===== src/rtl/leading_zeros_pkg.sv =====
// Shared constants and state encoding for the leading-zero counter and
// its inverse, the sequential denormalizer.
package leading_zeros_pkg;

  localparam int unsigned LZ_WIDTH = 8;
  localparam int unsigned LZ_CW    = 4;

  typedef enum logic [1:0] {
    IDLE  = 2'd0,
    SHIFT = 2'd1,
    DONE  = 2'd2
  } lz_state_e;

endpackage : leading_zeros_pkg


===== src/rtl/leading_zeros_restore.sv =====
// Sequential denormalizer: rebuilds in_mant >> in_zeros one bit per clock,
// flagging pairs that are not a legal normalized encoding.
module leading_zeros_restore
  import leading_zeros_pkg::*;
#(
  parameter int unsigned WIDTH = LZ_WIDTH,
  parameter int unsigned CW    = LZ_CW
) (
  input  logic             clk,
  input  logic             rst_n,
  input  logic             in_valid,
  output logic             in_ready,
  input  logic [WIDTH-1:0] in_mant,
  input  logic [CW-1:0]    in_zeros,
  output logic             out_valid,
  input  logic             out_ready,
  output logic [WIDTH-1:0] out_num,
  output logic             out_err
);

  localparam logic [CW-1:0] ZMAX = CW'(WIDTH);

  lz_state_e        state_q, state_d;
  logic [WIDTH-1:0] shreg_q, shreg_d;
  logic [CW-1:0]    cnt_q, cnt_d;
  logic             err_q, err_d;

  logic [CW-1:0]    zeros_sat_c;
  logic             illegal_c;

  // Saturated shift count and legality of the offered pair
  always_comb begin
    zeros_sat_c = (in_zeros > ZMAX) ? ZMAX : in_zeros;
    illegal_c   = (in_zeros > ZMAX)
               || ((in_zeros < ZMAX) && !in_mant[WIDTH-1])
               || ((in_zeros == ZMAX) && (in_mant != '0));
  end

  always_ff @(posedge clk or negedge rst_n) begin
    if (!rst_n) begin
      state_q <= IDLE;
      shreg_q <= '0;
      cnt_q   <= '0;
      err_q   <= 1'b0;
    end else begin
      state_q <= state_d;
      shreg_q <= shreg_d;
      cnt_q   <= cnt_d;
      err_q   <= err_d;
    end
  end

  always_comb begin
    state_d = state_q;
    shreg_d = shreg_q;
    cnt_d   = cnt_q;
    err_d   = err_q;
    unique case (state_q)
      IDLE: begin
        if (in_valid) begin
          shreg_d = in_mant;
          cnt_d   = zeros_sat_c;
          err_d   = illegal_c;
          state_d = (zeros_sat_c != '0) ? SHIFT : DONE;
        end
      end
      SHIFT: begin
        shreg_d = {1'b0, shreg_q[WIDTH-1:1]};
        cnt_d   = cnt_q - CW'(1);
        if (cnt_q == CW'(1)) state_d = DONE;
      end
      DONE: begin
        if (out_ready) state_d = IDLE;
      end
      default: state_d = IDLE;
    endcase
  end

  // Handshake flags decode straight from state; data comes from registers
  assign in_ready  = (state_q == IDLE);
  assign out_valid = (state_q == DONE);
  assign out_num   = shreg_q;
  assign out_err   = err_q;

endmodule : leading_zeros_restore


===== config.mk =====
export PLATFORM = sky130hd
export DESIGN_NAME = leading_zeros_restore
export DESIGN_NICKNAME = d
export VERILOG_FILES = /design/src/rtl/leading_zeros_pkg.sv /design/src/rtl/leading_zeros_restore.sv
export SDC_FILE = /design/constraint.sdc
export NUM_CORES = 1
export LEC_CHECK = 0
export BUFFER_PORTS_ARGS = -buffer_cell sky130_fd_sc_hd__buf_2
export CORE_MARGIN = 2
export CORE_UTILIZATION = 45
export CTS_CLUSTER_DIAMETER = 200
export DETAILED_ROUTE_END_ITERATION = 12
export PLACE_DENSITY = 0.74
export SLEW_MARGIN = 20
export SYNTH_ARGS = -nofsm -noshare
export SYNTH_HDL_FRONTEND = slang
export SYNTH_SLANG_ARGS = --single-unit

===== constraint.sdc =====
create_clock -name clk -period 1.25 [get_ports clk]
set_input_delay 0.25 -clock clk [delete_from_list [all_inputs] [get_ports clk]]
set_output_delay 0.25 -clock clk [all_outputs]
set_load 0.02 [all_outputs]

==> results of run 1 <==
## routing by layer
layer  wire length (µm)  global-route usage [%]
met4                 63                    7.62
met1               1170                    31.3
met3                184                    7.10
met2               1460                    39.7
met5                  0                       0
## synth_stat cells
cell type  instances
o221ai_1           1
a31oi_1            2
nand2b_1           2
o22ai_1            1
buf_4              1
clkbuf_1           2
ha_1               2
nand2_1            4
buf_2              4
o31ai_1            1
inv_2              1
and3b_1            1
nor4b_1            1
o21ai_0           11
and4_1             1
o211ai_1           2
inv_1              5
nor4_1             1
or3_1              1
nor3_1             3
nor3b_1            1
dfrtp_1           15
nor2b_1            9
nor2_1             5
or4_1              1
a221oi_2           1
a21oi_1            4
a22oi_1           15
mux2i_1            1
o41ai_1            1
## stage by stage
| stage | TNS [ns] | hold WS [ns] | cells | total power, mW | area, µm² |
|---|---|---|---|---|---|
| after floorplan | 0 | -0.0456 | 100 | 1.97 | 911 |
| after global placement | 0 | 0.172 | 160 | 2.52 | 1140 |
| after detailed placement | 0 | 0.173 | 160 | 2.58 | 1140 |
| after CTS | -0.237 | 0.272 | 169 | 3.11 | 1250 |
| after global routing | -0.701 | 0.267 | 172 | 3.80 | 1370 |
| final | -0.262 | 0.258 | 172 | 3.54 | 1370 |
## area by class of cell
| type | count | share of cell area [%] |
|---|---|---|
| Clock inverter | 1 | 0.366 |
| Inverter | 6 | 1.65 |
| Timing Repair Buffer | 48 | 24.6 |
| Sequential cell | 15 | 27.6 |
| Multi-Input combinational cell | 72 | 41.6 |
| Tap cell | 27 | 2.47 |
| Clock buffer | 3 | 1.65 |
## worst max path at each step
stage,slack (ns),end,cells after the start
2_1_floorplan,0.008,out_valid,3
3_5_place_dp,0.0009,state_q[1],5
5_1_grt,-0.14,state_q[1],5
4_1_cts,-0.08,in_ready,3
3_3_place_gp,0.05,state_q[1],5
6_report,-0.09,state_q[1],3
## worst max-delay path, stage by stage (launching register included)
cell and delay [ns]:
dfrtp_2 0.46, buf_6 0.15, or4_4 0.54, a21oi_2 0.13
## cells by family (layout without fill, tap and decap cells)
| family | count (synthesis) | in the layout | share of synthesized area, % |
|---|---|---|---|
| compound gates | 39 | 39 | 29.0 |
| mux | 1 | 1 | 1.11 |
| flops | 15 | 15 | 41.7 |
| fa+ha+maj | 2 | 2 | 2.78 |
| simple gates | 30 | 30 | 19.0 |
| buf+inv | 13 | 58 | 6.39 |
## sequential cells by signal, indices dropped and copies added (netlist names)
| register | cells |
|---|---|
| cnt_q | 4 |
| out_err | 1 |
| state_q | 2 |
| out_num | 8 |
## power groups by stage
stage	registers [mW]	clock network, mW	logic [mW]
finish	0.971	0.290	2.28
CTS	0.937	0.286	1.89
detailed placement	0.943	0	1.64
global placement	0.930	0	1.59
global route	1.00	0.332	2.47
floorplan	1.09	0	0.874
## timing repair
item / CTS / global route
pin swaps: 2 / 6
hold buffers: 1 / 0
endpoints found under the setup margin: 7 / 16
gates resized for setup: 14 / 25
buffers inserted: 4 / 3
endpoints found under the hold margin: 15 / 0
==> reports/results.txt, run 1 <==
Yosys warnings -> 0
share of cells above drive strength 1 -> 49.0%
via count -> 990
Gate power share -> 64.4%
critical path class -> flop to flop
Sequential Power Share -> 27.4%
min-delay src -> in_mant[7]
Cell Area, Synth -> 901 µm²
DPL Wire Length -> 1.77 mm
final core occ -> 71.2%
# nets final -> 164
Max-slew headroom -> 77.0%
hold path depth -> 3
core area -> 1920 µm²
CP Capture Type -> flop
DRC violation count after routing -> 0
# IOs -> 27
FILL cells -> 168
Reg area -> 378 µm²
final antenna-violating net count -> 0
IO buf count -> 26
Worst EP required -> 1.48 ns
vias in the first global route -> 955
1st-pass router iterations -> 4
# rows -> 16
total global routing overflow -> 0
final period utilization -> 107%
Global Route Usage Sum -> 24.4%
Cell variety after synth -> 30
Static Leak -> 0.619 nW
Die ar. -> 2380 µm²
worst clock skew -> 0.0131 ns
CTS sink count -> 15
PnR worst setup slack -> -0.0903 ns
drt first-iter violations -> 41
Final Hold Fails -> 0
sw power -> 1.57 mW
n_diodes -> 0
register-to-register setup slack -> -0.09 ns
CP Data Arrival Time -> 1.57 ns
RSZ-0062 raised after global routing -> yes
CTS H-tree lvls -> 1
Max FO, Critical Path -> 5
Die Wd -> 48.7 µm
Mapped Cells -> 100
pin count of the biggest net entering global routing -> 16
CTS root buf -> clkbuf_4
reg-to-reg critical path endpoint -> state_q[1]
Num CTS Buffers -> 3
pwr dens -> 2590 nW/µm²
failing checks -> negative setup slack
Reg clk slew, reported paths -> 0.10 ns
commonest non-fill, non-tap cell in the layout -> buf_2
worst r2r src -> state_q[1]
first-pass GRT wire length -> 4.42 mm
area occupied by multi-input gates -> 569 µm²
Area contributors post-synth -> dfrtp_1 42%, a22oi_1 13%, nor2b_1 6.3%
clock network fraction of total power -> 8.2%
WL per Instance -> 16.7 µm
P&R area growth vs syn -> 51.8%
RePlAce Congestion -> 0.753
max_cap viols -> 0
Worst Tran Pin Value -> 0.345 ns
status -> finished, violations left
startpoint type of the worst setup path -> flop
sequential fraction of the synthesis area -> 41.7%
Starting Density -> 46.9%
Setup violations, final -> 3
initial antenna violation count -> 0
highest clock rate -> 746 MHz
most frequent cells in the layout -> 24 x buf_2, 15 x a22oi_1, 14 x buf_4
die height -> 48.7 µm
Synth Net Count -> 118
clock latency at the later pin of the worst-skew pair -> 0.30 ns
Reg2Reg Depth -> 3
peak supply drop -> 1350 µV
Final min period -> 1.34 ns
WHS Endpoint -> out_num[7]
Synth top area share -> 41.7%
clock buffer depth -> 2
post-place setup slack -> 0.000851 ns
vias per inst -> 5.76
Yosys reg bits -> 15
Critical Path Start -> state_q[1]
post-synth top area cell -> dfrtp_1
Int Pwr -> 1.97 mW
final WL -> 2.87 mm
final slew viol count -> 0
syn avg cell area -> 9.01 µm²
switching share of power -> 44.4%
TritonCTS clock tree -> yes
Worst Hold Class -> input pin to flop
Note: power is estimated with default switching activity, not from simulation.
==> run 2, diff against run 1 <==
- CELL_PAD_IN_SITES_DETAIL_PLACEMENT: unset -> 1
- CELL_PAD_IN_SITES_GLOBAL_PLACEMENT: unset -> 1
- CORE_ASPECT_RATIO: unset -> 1.4
- CORE_UTILIZATION: 45 -> 33
- PLACE_DENSITY: 0.74 -> unset
- PLACE_DENSITY_LB_ADDON: unset -> 0.1
==> run 2 against run 1 <==
The flow still finishes with violations (negative setup slack). Non-clock buffer count up 2. Final cell count up 6.4%. Fmax up 0.80%. Routed wire length up 0.38%. First-iteration DRC count down 46%. Largest power group unchanged. Highest routed layer unchanged.
==> reports/results.txt, run 2 (synthesis gave the netlist of run 1 again) <==
status -> finished, violations left
failing checks -> negative setup slack
startpoint type of the worst setup path -> flop
clock latency at the later pin of the worst-skew pair -> 0.28 ns
reg-to-reg critical path endpoint -> out_num[4]
1st-pass router iterations -> 2
RePlAce Congestion -> 0.762
hold path depth -> 3
metal2 WL -> 1.55 mm
die height -> 65.8 µm
Critical Path Start -> state_q[1]
max_cap viols -> 0
FILL cells -> 330
CP bufs+invs -> 2
commonest non-fill, non-tap cell in the layout -> buf_2
pin count of the biggest net entering global routing -> 16
initial antenna violation count -> 0
highest clock rate -> 752 MHz
final period utilization -> 106%
Reg2Reg Depth -> 6
CTS root buf -> clkbuf_4
CTS sink count -> 15
Die Wd -> 48.2 µm
final WL -> 2.88 mm
Reg clk slew, reported paths -> 0.09 ns
first-pass GRT wire length -> 4.71 mm
peak supply drop -> 1100 µV
WL per Instance -> 15.8 µm
Worst Hold Class -> input pin to flop
Setup violations, final -> 7
worst clock skew -> 0.000998 ns
Crit-path slowest cell -> dfrtp_2
CP Data Arrival Time -> 1.08 ns
TritonCTS clock tree -> yes
n_diodes -> 0
# rows -> 22
total global routing overflow -> 0
critical path class -> flop to output pin
min-delay src -> in_mant[5]
pwr dens -> 2540 nW/µm²
DRC violation count after routing -> 0
vias per inst -> 5.32
Cell Chain, Critical Path -> buf_6 -> nor2b_4 -> buf_6
Final Cell Area -> 1360 µm²
# IOs -> 27
IO buf count -> 26
Max-slew headroom -> 74.4%
Num CTS Buffers -> 3
register-to-register setup slack -> -0.03 ns
Max stage delay on crit path -> 0.44 ns
# nets final -> 166
sw power -> 1.51 mW
Max FO, Critical Path -> 4
DPL Wire Length -> 2.05 mm
drt first-iter violations -> 22
PnR worst setup slack -> -0.0797 ns
CTS H-tree lvls -> 1
Int Pwr -> 1.95 mW
Worst EP required -> 1.00 ns
Static Leak -> 0.634 nW
final antenna-violating net count -> 0
CP Capture Type -> output pin
core area -> 2620 µm²
P&R area growth vs syn -> 51.3%
WHS Endpoint -> out_num[5]
top cell family by delay on the critical path -> flip-flops
Global Route Usage Sum -> 20.8%
max reg flops -> 8
most frequent cells in the layout -> 24 x buf_2, 18 x buf_4, 15 x a22oi_1
clock network fraction of total power -> 8.1%
Sequential Power Share -> 27.2%
clock buffer depth -> 2
switching share of power -> 43.7%
Gate power share -> 64.7%
Worst Tran Pin Value -> 0.380 ns
via count -> 973
final hold slack -> 0.257 ns
worst r2r src -> state_q[1]
RSZ-0062 raised after global routing -> yes
Critical Path Most Common Cell -> buf_6
final slew viol count -> 0
dpl cell area -> 1160 µm²
Final min period -> 1.33 ns
vias in the first global route -> 1004
Starting Density -> 34.4%
Die ar. -> 3170 µm²
highest metal used -> met4
WL met3 -> 72 µm
post-place setup slack -> -0.0566 ns
share of cells above drive strength 1 -> 48.3%
Final Hold Fails -> 0
met1 WL -> 1.25 mm
-- run 2: changes by cell type in the layout (fill, tap and decap cells not counted), sizes merged --
cell	before	now
buf	47	49
-- run 2: what timing repair did --
action,in CTS,in global routing
setup endpoints to repair,12,16
hold buffers,1,0
pin swaps,2,4
hold endpoints to repair,15,0
cloned,1,0
setup buffers,7,1
resized for setup,28,11
-- run 2: worst max path at each step --
stage	to	slack [ns]	cells after the start
final	out_valid	-0.08	3
after global routing	out_valid	-0.12	3
after CTS	out_valid	-0.1	3
after detailed placement	cnt_q[3]	-0.06	4
after global placement	out_err	0.004	3
after floorplan	out_valid	0.008	3
-- run 2: through the flow --
stage	utilization (%)	instances	power (mW)	TNS [ns]
3_3_place_gp	44.2	169	2.61	0
3_5_place_dp	44.2	169	2.66	-0.0782
5_1_grt	52.1	183	3.72	-1.13
6_report	52.1	183	3.46	-0.213
2_1_floorplan	-	100	1.97	0
4_1_cts	50.1	182	3.32	-0.248
-- run 2: worst reg2reg max path, cell delays in order (launching register included) --
cell and delay, ns:
dfrtp_2 0.44, buf_4 0.16, buf_4 0.14, nor2b_4 0.13, buf_6 0.13, a22oi_1 0.06
o21ai_1 0.14
-- run 2: power groups by stage --
stage / Clock [mW] / Combinational (mW) / Sequential, mW
final: 0.281 / 2.24 / 0.939
after global routing: 0.313 / 2.44 / 0.968
after CTS: 0.296 / 2.09 / 0.934
after detailed placement: 0 / 1.70 / 0.960
after global placement: 0 / 1.66 / 0.956
after floorplan: 0 / 0.874 / 1.09
-- run 2: area by class of cell --
| cell class | instances | area, µm² | area share [%] |
|---|---|---|---|
| Multi-Input combinational cell | 72 | 543 | 39.9 |
| Inverter | 6 | 22.5 | 1.65 |
| Sequential cell | 15 | 377 | 27.6 |
| Clock inverter | 1 | 5.00 | 0.367 |
| Tap cell | 36 | 45.0 | 3.31 |
| Timing Repair Buffer | 50 | 348 | 25.5 |
| Clock buffer | 3 | 22.5 | 1.65 |
-- run 2: layer usage --
| metal | track usage, % | up-vias |
|---|---|---|
| met5 | 0 | - |
| met1 | 26.4 | 491 |
| met3 | 1.91 | 2 |
| met2 | 35.5 | 13 |
| met4 | 6.08 | 0 |
| li1 | - | 467 |
==> run 3, diff against run 2 <==
- CORE_UTILIZATION: 33 -> 36
- clock period: 1.25 -> 1.4 ns (I/O delays scaled with it)
==> run 3 against run 2 <==
The flow now finishes without violations. Global-route usage is 1.0 points lower. Clock skew is 0.0065 ns higher. Worst hold slack better by 0.045 ns. Combinational power is 32% lower. Critical path type unchanged. Critical endpoint unchanged. Largest power group unchanged.
==> reports/results.txt, run 3 (synthesis gave the netlist of run 1 again) <==
TritonCTS clock tree -> yes
pwr dens -> 2200 nW/µm²
Worst EP required -> 1.12 ns
hold path depth -> 3
final WL -> 2.62 mm
# nets final -> 154
IO buf count -> 26
Reg clk slew, reported paths -> 0.10 ns
dpl cell area -> 1110 µm²
CP Data Arrival Time -> 1.09 ns
drt first-iter violations -> 16
CTS sink count -> 15
Worst Tran Pin Value -> 0.367 ns
RePlAce Congestion -> 0.729
WL per Instance -> 15.5 µm
Global Route Usage Sum -> 19.8%
# rows -> 21
most frequent cells in the layout -> 24 x buf_2, 15 x a22oi_1, 14 x dfrtp_1
die height -> 63.2 µm
DPL Wire Length -> 1.99 mm
final slew viol count -> 0
first-pass GRT wire length -> 4.33 mm
vias in the first global route -> 961
n_diodes -> 0
CP Capture Type -> output pin
max_cap viols -> 0
RSZ-0062 raised after global routing -> yes
highest clock rate -> 732 MHz
DRC violation count after routing -> 0
Worst Hold Class -> input pin to flop
clock buffer depth -> 2
via count -> 913
status -> completed
total global routing overflow -> 0
Final Hold Fails -> 0
final period utilization -> 97.5%
final antenna-violating net count -> 0
startpoint type of the worst setup path -> flop
Die ar. -> 2920 µm²
Die Wd -> 46.3 µm
1st-pass router iterations -> 4
CTS H-tree lvls -> 1
power after layout -> 2.66 mW
core area -> 2390 µm²
commonest non-fill, non-tap cell in the layout -> buf_2
worst clock skew -> 0.00752 ns
Max-slew headroom -> 75.5%
# IOs -> 27
initial antenna violation count -> 0
Static Leak -> 0.550 nW
vias per inst -> 5.40
peak supply drop -> 1070 µV
critical path class -> flop to output pin
Final min period -> 1.37 ns
Final Cell Area -> 1210 µm²
Starting Density -> 37.7%
max reg flops -> 8
clock latency at the later pin of the worst-skew pair -> 0.28 ns
P&R area growth vs syn -> 34.4%
Reg2Reg Depth -> 3
Max FO, Critical Path -> 4
share of cells above drive strength 1 -> 36.3%
pin count of the biggest net entering global routing -> 16
Setup violations, final -> 0
CTS root buf -> clkbuf_4
Num CTS Buffers -> 3
## run 3: cell types whose count changed in the layout (fill, tap and decap cells not counted), sizes merged
cell and delta:
clkinv -1, clkbuf +1, buf -12
## run 3: cell type report
| cell class | instances | area [µm²] |
|---|---|---|
| Timing Repair Buffer | 38 | 248 |
| Clock buffer | 4 | 26.3 |
| Sequential cell | 15 | 377 |
| Tap cell | 34 | 42.5 |
| Fill cell | 297 | 1180 |
| Inverter | 6 | 22.5 |
| Multi-Input combinational cell | 72 | 495 |
## run 3: final timing paths
check,start,endpoint,slack (ns)
max in group asynchronous,rst_n,state_q[1],0.68
hold reg to reg,out_err,out_err,0.51
setup / recovery,state_q[1],out_valid,0.03
setup reg to reg,state_q[1],state_q[1],0.06
hold / removal,in_mant[2],out_num[2],0.30
min in group asynchronous,rst_n,cnt_q[2],0.43
## run 3: timing repair
action                                  in CTS  in global routing
setup buffers                                3                  1
hold endpoints to repair                    15                  0
hold buffers                                 1                  0
pin swaps                                    0                  1
resized for setup                            4                  8
endpoints found under the setup margin       2                  9
## run 3: layer usage
layer	global-route usage (%)	wire length [µm]	up-vias	share of wire, %
met3	1.72	62	2	2.4
li1	-	-	441	-
met2	33.7	1490	16	57
met4	6.43	21	0	0.80
met5	0	0	-	0
met1	25.1	1050	454	40
## run 3: power breakdown
group | total [mW] | switching (mW) | internal, mW
registers | 0.886 | 0.239 | 0.647
clock network | 0.254 | 0.143 | 0.111
logic | 1.52 | 0.811 | 0.709
## run 3: worst max-delay path, cell delays in order (launching register included)
cell and delay (ns):
dfrtp_2 0.43, buf_6 0.13, nor2b_4 0.12, buf_6 0.13
## run 3: stage by stage
stage / hold slack [ns] / instances / setup TNS [ns] / utilization (%) / worst slack, ns
after floorplan: -0.0156 / 100 / 0 / - / 0.0863
after global placement: 0.217 / 160 / 0 / 46.3 / 0.102
after CTS: 0.301 / 168 / 0 / 49.2 / 0.00672
final: 0.302 / 169 / 0 / 50.7 / 0.0343
after detailed placement: 0.211 / 160 / 0 / 46.3 / 0.0973
after global routing: 0.347 / 169 / -0.00217 / 50.7 / -0.00217
